## src/rtl/mux8_arb_defs_pkg.sv

```systemverilog
// rtl/mux8_arb_defs_pkg.sv - shared constants and state encoding for the mux8 4:1 arbiter
package mux8_arb_defs;

   localparam int NUM_REQ = 4;
   localparam int DATA_W  = 8;

   typedef enum logic {
      IDLE = 1'b0,
      HOLD = 1'b1
   } state_e;

endpackage

```

## src/rtl/mux8_4x1.sv

```systemverilog
// rtl/mux8_4x1.sv - 8-bit 4:1 mux library cell
module mux8_4x1 (
   input  logic [7:0] in1,
   input  logic [7:0] in2,
   input  logic [7:0] in3,
   input  logic [7:0] in4,
   input  logic [1:0] sel,
   output logic [7:0] out
);

   // select one of four bytes by the 2-bit select code
   always_comb begin
      case (sel)
         2'd0:    out = in1;
         2'd1:    out = in2;
         2'd2:    out = in3;
         default: out = in4;
      endcase
   end

endmodule

```

## src/rtl/rr_pick4.sv

```systemverilog
// rtl/rr_pick4.sv - combinational pick of the first active request scanning from ptr
module rr_pick4
   import mux8_arb_defs::*;
(
   input  logic [NUM_REQ-1:0] req,
   input  logic [1:0]         ptr,
   output logic [NUM_REQ-1:0] winner,
   output logic [1:0]         idx,
   output logic               any
);

   logic [1:0] cand;

   // scan from the far end back toward ptr so the nearest active request wins last
   always_comb begin
      idx  = 2'd0;
      cand = 2'd0;
      for (int k = NUM_REQ - 1; k >= 0; k--) begin
         cand = ptr + 2'(k);
         if (req[cand]) begin
            idx = cand;
         end
      end
      any    = |req;
      winner = any ? (4'b0001 << idx) : 4'b0000;
   end

endmodule

```

## src/rtl/mux8_4x1_arbiter.sv

```systemverilog
// rtl/mux8_4x1_arbiter.sv - 4-requester arbiter driving the mux8_4x1 select; MUX8_ARB_RR_EN enables round-robin
module mux8_4x1_arbiter
   import mux8_arb_defs::*;
(
   input  logic                 clk,
   input  logic                 rst_n,
   input  logic [NUM_REQ-1:0]   req,
   input  logic [DATA_W-1:0]    in1,
   input  logic [DATA_W-1:0]    in2,
   input  logic [DATA_W-1:0]    in3,
   input  logic [DATA_W-1:0]    in4,
   output logic [NUM_REQ-1:0]   gnt,
   output logic [DATA_W-1:0]    out,
   output logic                 out_valid,
   input  logic                 out_ready,
   output logic                 busy
);

   state_e              state_q, state_d;
   logic [DATA_W-1:0]   out_q, out_d;
   logic [1:0]          pick_ptr;
   logic [NUM_REQ-1:0]  win_onehot;
   logic [1:0]          win_idx;
   logic                win_any;
   logic                accept;
   logic [DATA_W-1:0]   mux_out;

`ifdef MUX8_ARB_RR_EN
   logic [1:0]          ptr_q, ptr_d;
   assign pick_ptr = ptr_q;
`else
   assign pick_ptr = 2'd0;
`endif

   rr_pick4 u_pick (
      .req    (req),
      .ptr    (pick_ptr),
      .winner (win_onehot),
      .idx    (win_idx),
      .any    (win_any)
   );

   mux8_4x1 u_mux (
      .in1 (in1),
      .in2 (in2),
      .in3 (in3),
      .in4 (in4),
      .sel (win_idx),
      .out (mux_out)
   );

   // a new byte is taken when the output slot is empty or being popped this edge
   assign accept = win_any & ((state_q == IDLE) | out_ready);

   // grant is suppressed while reset is held even if requests are present
   assign gnt = (accept & rst_n) ? win_onehot : '0;

   assign out       = out_q;
   assign out_valid = (state_q == HOLD);
   assign busy      = (state_q == HOLD);

   // next-state: capture on accept, drain to IDLE on pop with no request, else hold
   always_comb begin
      state_d = state_q;
      out_d   = out_q;
`ifdef MUX8_ARB_RR_EN
      ptr_d   = ptr_q;
`endif
      if (accept) begin
         state_d = HOLD;
         out_d   = mux_out;
`ifdef MUX8_ARB_RR_EN
         ptr_d   = win_idx + 2'd1;
`endif
      end else if ((state_q == HOLD) && out_ready) begin
         state_d = IDLE;
      end
   end

   // state, output byte and priority pointer registers
   always_ff @(posedge clk or negedge rst_n) begin
      if (!rst_n) begin
         state_q <= IDLE;
         out_q   <= '0;
`ifdef MUX8_ARB_RR_EN
         ptr_q   <= 2'd0;
`endif
      end else begin
         state_q <= state_d;
         out_q   <= out_d;
`ifdef MUX8_ARB_RR_EN
         ptr_q   <= ptr_d;
`endif
      end
   end

endmodule
```

## config.mk

```make
export PLATFORM = sky130hd
export DESIGN_NAME = mux8_4x1_arbiter
export DESIGN_NICKNAME = d
export VERILOG_FILES = /design/src/rtl/mux8_arb_defs_pkg.sv /design/src/rtl/mux8_4x1.sv /design/src/rtl/rr_pick4.sv /design/src/rtl/mux8_4x1_arbiter.sv
export SDC_FILE = /design/constraint.sdc
export NUM_CORES = 1
export LEC_CHECK = 0
export CAP_MARGIN = 10
export CORE_UTILIZATION = 36
export CTS_BUF_LIST = sky130_fd_sc_hd__clkbuf_8 sky130_fd_sc_hd__clkbuf_16
export CTS_CLUSTER_SIZE = 28
export DETAILED_ROUTE_END_ITERATION = 8
export GPL_ROUTABILITY_DRIVEN = 0
export GPL_TIMING_DRIVEN = 0
export PLACE_DENSITY = 0.8
export SYNTH_ARGS = -nofsm -noshare
export SYNTH_HDL_FRONTEND = slang
export SYNTH_HIERARCHICAL = 1
export SYNTH_SLANG_ARGS = --single-unit
```

## constraint.sdc

```tcl
create_clock -name clk -period 1.4 [get_ports clk]
set_input_delay 0.28 -clock clk [delete_from_list [all_inputs] [get_ports clk]]
set_output_delay 0.28 -clock clk [all_outputs]
set_load 0.05 [all_outputs]
```

; ---- Word level (Yosys, flattened, before mapping)
; Index checks and enable logic that the tools add are counted.
[classes]
eq_ne = 2
shift = 1
n_mux = 9
n_bitwise = 4
n_reduce_logical = 4
[op_table]
columns = operator, n
row1 = $pmux W8 S3, 1
row2 = $mux W2, 4
row3 = $mux W4, 2
row4 = $reduce_or A4 Y1, 1
row5 = $shl A1 B2 Y4 const A, 1
row6 = $and A1 B1 Y1, 2
row7 = $eq A2 B1 Y1 const B, 1
row8 = $eq A2 B2 Y1 const B, 1
row9 = $logic_not A2 Y1, 1
row10 = $mux W1, 2
row11 = $reduce_bool A2 Y1, 1
row12 = $logic_and A1 B1 Y1, 1
row13 = $not A1 Y1, 1
row14 = $or A1 B1 Y1, 1
[word_totals]
reg_bits = 9
inputBits = 39

; ---- Logic depth before layout (Yosys ltp)
[depth]
word_depth = 7
mapped_depth = 7
depth_no_buf = 5

; ---- Hierarchy
; Netlist, hierarchy kept.
[by_module_without_submodules]
columns = module, instances, cells_each, area_per_inst_um2, seq_area_each_um2
row1 = mux8_4x1_arbiter, 1, 27, 415.4, 225.2
row2 = rr_pick4, 1, 33, 211.5, 0.0
row3 = mux8_4x1, 1, 10, 196.4, 0.0

; ---- Least setup slack after synthesis
; Ideal clock, no wire load.
[synth_timing]
path_kind = input port to flip-flop
start = in req[1]
end = reg out_q[2] (netlist: out[2])
setup_time_ns = 0.125
arrival_time_ns = 1.711
t_required_ns = 1.275
slack_ns = -0.436
stages = 7
path_cell_list = buf_4 a21boi_1 o22ai_1 a31oi_1 buf_6 mux4_2 mux2_4
[synth_between]
elab_chain_cells = 4
elab_cells_between_ends = 8
cone_classes = eq/ne: 2 / mux: 3 / bitwise: 1 / reduce/logical: 2
[synth_lines]
columns = item, line_no
row1 = start: declaration, mux8_4x1_arbiter.sv:7  ; input logic [NUM_REQ-1:0] req,
row2 = $mux W2 (*) (2 in series), rr_pick4.sv:20  ; if (req[cand]) begin
row3 = via win_idx[0], mux8_4x1_arbiter.sv:23  ; logic [1:0] win_idx;
row4 = $eq A2 B2 Y1 (tied with other cells), mux8_4x1.sv:13  ; case (sel)
row5 = $pmux W8 S3 (*), mux8_4x1.sv:13
row6 = via mux_out[2], mux8_4x1_arbiter.sv:26  ; logic [DATA_W-1:0] mux_out;
row7 = end signal: assignment, mux8_4x1_arbiter.sv:90  ; out_q <= out_d;
row8 = end: declaration, mux8_4x1_arbiter.sv:20  ; logic [DATA_W-1:0] out_q, out_d;
; Mark *: on every way through the listed nets, which the timed path passes. The rest lies on a longest branch.
; A chain may end at the register's enable or synchronous reset.

; ---- Worst setup path in the final report
[layout_timing]
start = in req[0]
end = reg out_q[7] (netlist: out[7])
[layout_between]
elab_chain_cells = 3
elab_cells_between_ends = 7
cone_classes = eq/ne: 2 / mux: 2 / bitwise: 1 / reduce/logical: 2
[layout_lines]
columns = item, line_no
row1 = $mux W2 (*), rr_pick4.sv:20
row2 = via win_idx[0], mux8_4x1_arbiter.sv:23
row3 = $eq A2 B2 Y1 (tied with other cells), mux8_4x1.sv:13
row4 = $pmux W8 S3 (*), mux8_4x1.sv:13
row5 = via mux_out[7], mux8_4x1_arbiter.sv:26
; Marked as above.

==> flow_summary.yaml <==
outcome:
  status: "finished with violations"
  violations: "negative setup slack"
worst_setup_path:
  reg2regPathDepth: 5
  cp.required_ns: 1.51
  arrival_ns: 1.79
  start_kind: "input port"
  cp_max_fo: 8
  end_kind: "flop"
  crit_type: "input port to flop"
  r2r-start: "busy"
  ff2ff_setup_slack_ns: 0.05
  r2r_end: "out[7]"
global_routing:
  grt_pass1_wl_mm: 4.16
  grt_max_degree: 14
  grt_use_total: 0.229
  antenna_found_initial: 0
  overflow: 0
  grt_pass1_vias: 848
yosys:
  ys_types: 29
  netlist_instances: 70
  synth_seq_cells: 9
  ys_seq_area_frac: 0.274
  syn_avg_cell_area_um2: 11.8
  synth_warnings: 6
  syn_area_um2: 823
detailed_routing:
  dr_total_vias: 818
  drt_iter0_markers: 11
  firstDrtPassIters: 4
  routed_wl_mm: 2.53
  drc: 0
  viasPerCell: 5.02
  antenna_left: 0
  post_drt_wl_per_cell_um: 15.5
floorplanning:
  io_pins: 53
  die-area_um2: 2480
  die_h_um: 49.8
  start_util: 0.399
  die_w_um: 49.8
  rows: 16
  core_region_area_um2: 2060
final_layout:
  nets: 176
  drive_gt1_frac: 0.390
  final_common_cell: "clkdlybuf4s50_1"
  final_cell_mix: "clkdlybuf4s50_1, mux2_4, dfrtp_1, mux4_2, conb_1"
  n_antenna_cell: 0
  syn2layout_area_growth_pct: 85.6
timing:
  timing.final.crit_share: 1.20
  finalHoldViolations: 0
  worstMarginPinSlew_ns: 0.510
  fin_ws_ns: -0.276
  fin_skew_ns: 0.00105
  slew_headroom: 0.660
  layout_min_cycle_time_ns: 1.68
  setup_viol: 12
  fmax_mhz: 597
  rsz0062_at_grt: "true"
  hold_slack_ns: 0.121
  finalMaxSlewViolations: 0
clocking:
  path_clk_slew_ns: 0.05
  clock_latency_ns: 0.23
  numClockSinks: 9
  clockBufferDepth: 2
  postCtsHoldBufs: 0
  numCtsBuffers: 3
  htreeDepth: 1
  cts_tree: "yes"
  clockRootBuffer: "clkbuf_8"
placement:
  dpl.hpwl_mm: 1.93
  numPortBuffers: 49
  dp_slack_ns: -1.22
pwr:
  ir_worst_vdd_mv: 0.768
  power_density_nw_per_um2: 863
  p_total_w: 0.00132
  p_leak_nw: 0.667
run:
  maxCapViolCount: 0
min_path:
  worstHoldPathType: "input port to async pin"
report_power, final:
part / internal, W / switching, W / leakage, nW
Sequential: 0.000311 / 0.0000336 / 0.102
Clock: 0.000191 / 0.000105 / 0.0269
Combinational: 0.000337 / 0.000340 / 0.538
per-layer routing:
layer,up-vias,GRT usage,share of wire
li1,385,-,-
met1,397,0.287,0.41
met2,30,0.390,0.55
met3,6,0.0247,0.024
met4,0,0.105,0.019
met5,-,0,0
logic make-up after synthesis:
family,share of synthesized area
compound gates,0.143
simple gates,0.105
mux,0.368
flops,0.274
other cells,0.00455
buf+inv,0.106
how the worst max path moves through the flow:
stage | slack (ns) | depth (start not counted) | endpoint | start
finish | -0.28 | 7 | out[7] | req[0]
global route | -0.34 | 7 | out[7] | req[0]
CTS | -0.25 | 7 | out[2] | req[0]
detailed placement | -1.22 | 7 | gnt[2] | req[3]
global placement | -1.17 | 7 | gnt[0] | req[3]
floorplan | -0.39 | 7 | out[2] | req[1]
final cells by class:
cell class	count	area (um2)
Inverter	4	15.0
Tap cell	27	33.8
Clock inverter	1	3.75
Sequential cell	9	226
Multi-Input combinational cell	56	568
Clock buffer	3	41.3
Fill cell	152	534
Buffer	8	91.3
Timing Repair Buffer	55	548
synth_stat cells:
master     instances  area (um2)
dfrtp_1            9         225
mux4_2             8         180
mux2_4             6        90.1
a21oi_1            4        20.0
and3_1             4        25.0
buf_6              4        45.0
inv_1              4        15.0
nor2_1             4        15.0
buf_4              3        22.5
mux2_2             2        22.5
o21ai_0            2        10.0
o21ai_1            2        10.0
o221a_2            2        22.5
a21boi_0           1        7.51
a21boi_1           1        7.51
a22o_1             1        8.76
a31oi_1            1        6.26
and2_1             1        6.26
and2_4             1        8.76
clkbuf_2           1        5.00
conb_1             1        3.75
mux2i_1            1        10.0
nand2_1            1        3.75
nand2b_4           1        13.8
nor2b_1            1        6.26
o22ai_1            1        6.26
o2bb2a_1           1        10.0
o2bb2ai_1          1        8.76
or2b_1             1        7.51
metrics by stage:
stage          instance area (um2)  std cells   util  TNS [ns]
2_1_floorplan                  867         77      -     -3.61
3_3_place_gp                  1390        153  0.675    -11.63
3_5_place_dp                  1390        153  0.675    -12.06
4_1_cts                       1540        163  0.745     -2.72
5_1_grt                       1530        163  0.741     -3.57
6_report                      1530        163  0.741     -2.77
repair_timing:
item                                    CTS  global route
resized for setup                        64            10
pin swaps                                 4             0
buffers inserted                          6             0
endpoints found under the hold margin     0             0
endpoints found under the setup margin   22            19
registers in the layout (all words and copies together) (netlist names):
register	flops
out	8
busy	1
critical path, stage by stage:
cell and delay [ns]:
buf_8 0.10, mux2i_1 0.12, o22ai_1 0.09, a31oi_1 0.19, buf_6 0.19, mux4_2 0.54, mux2_4 0.28
(Power assumes the default switching activity.)
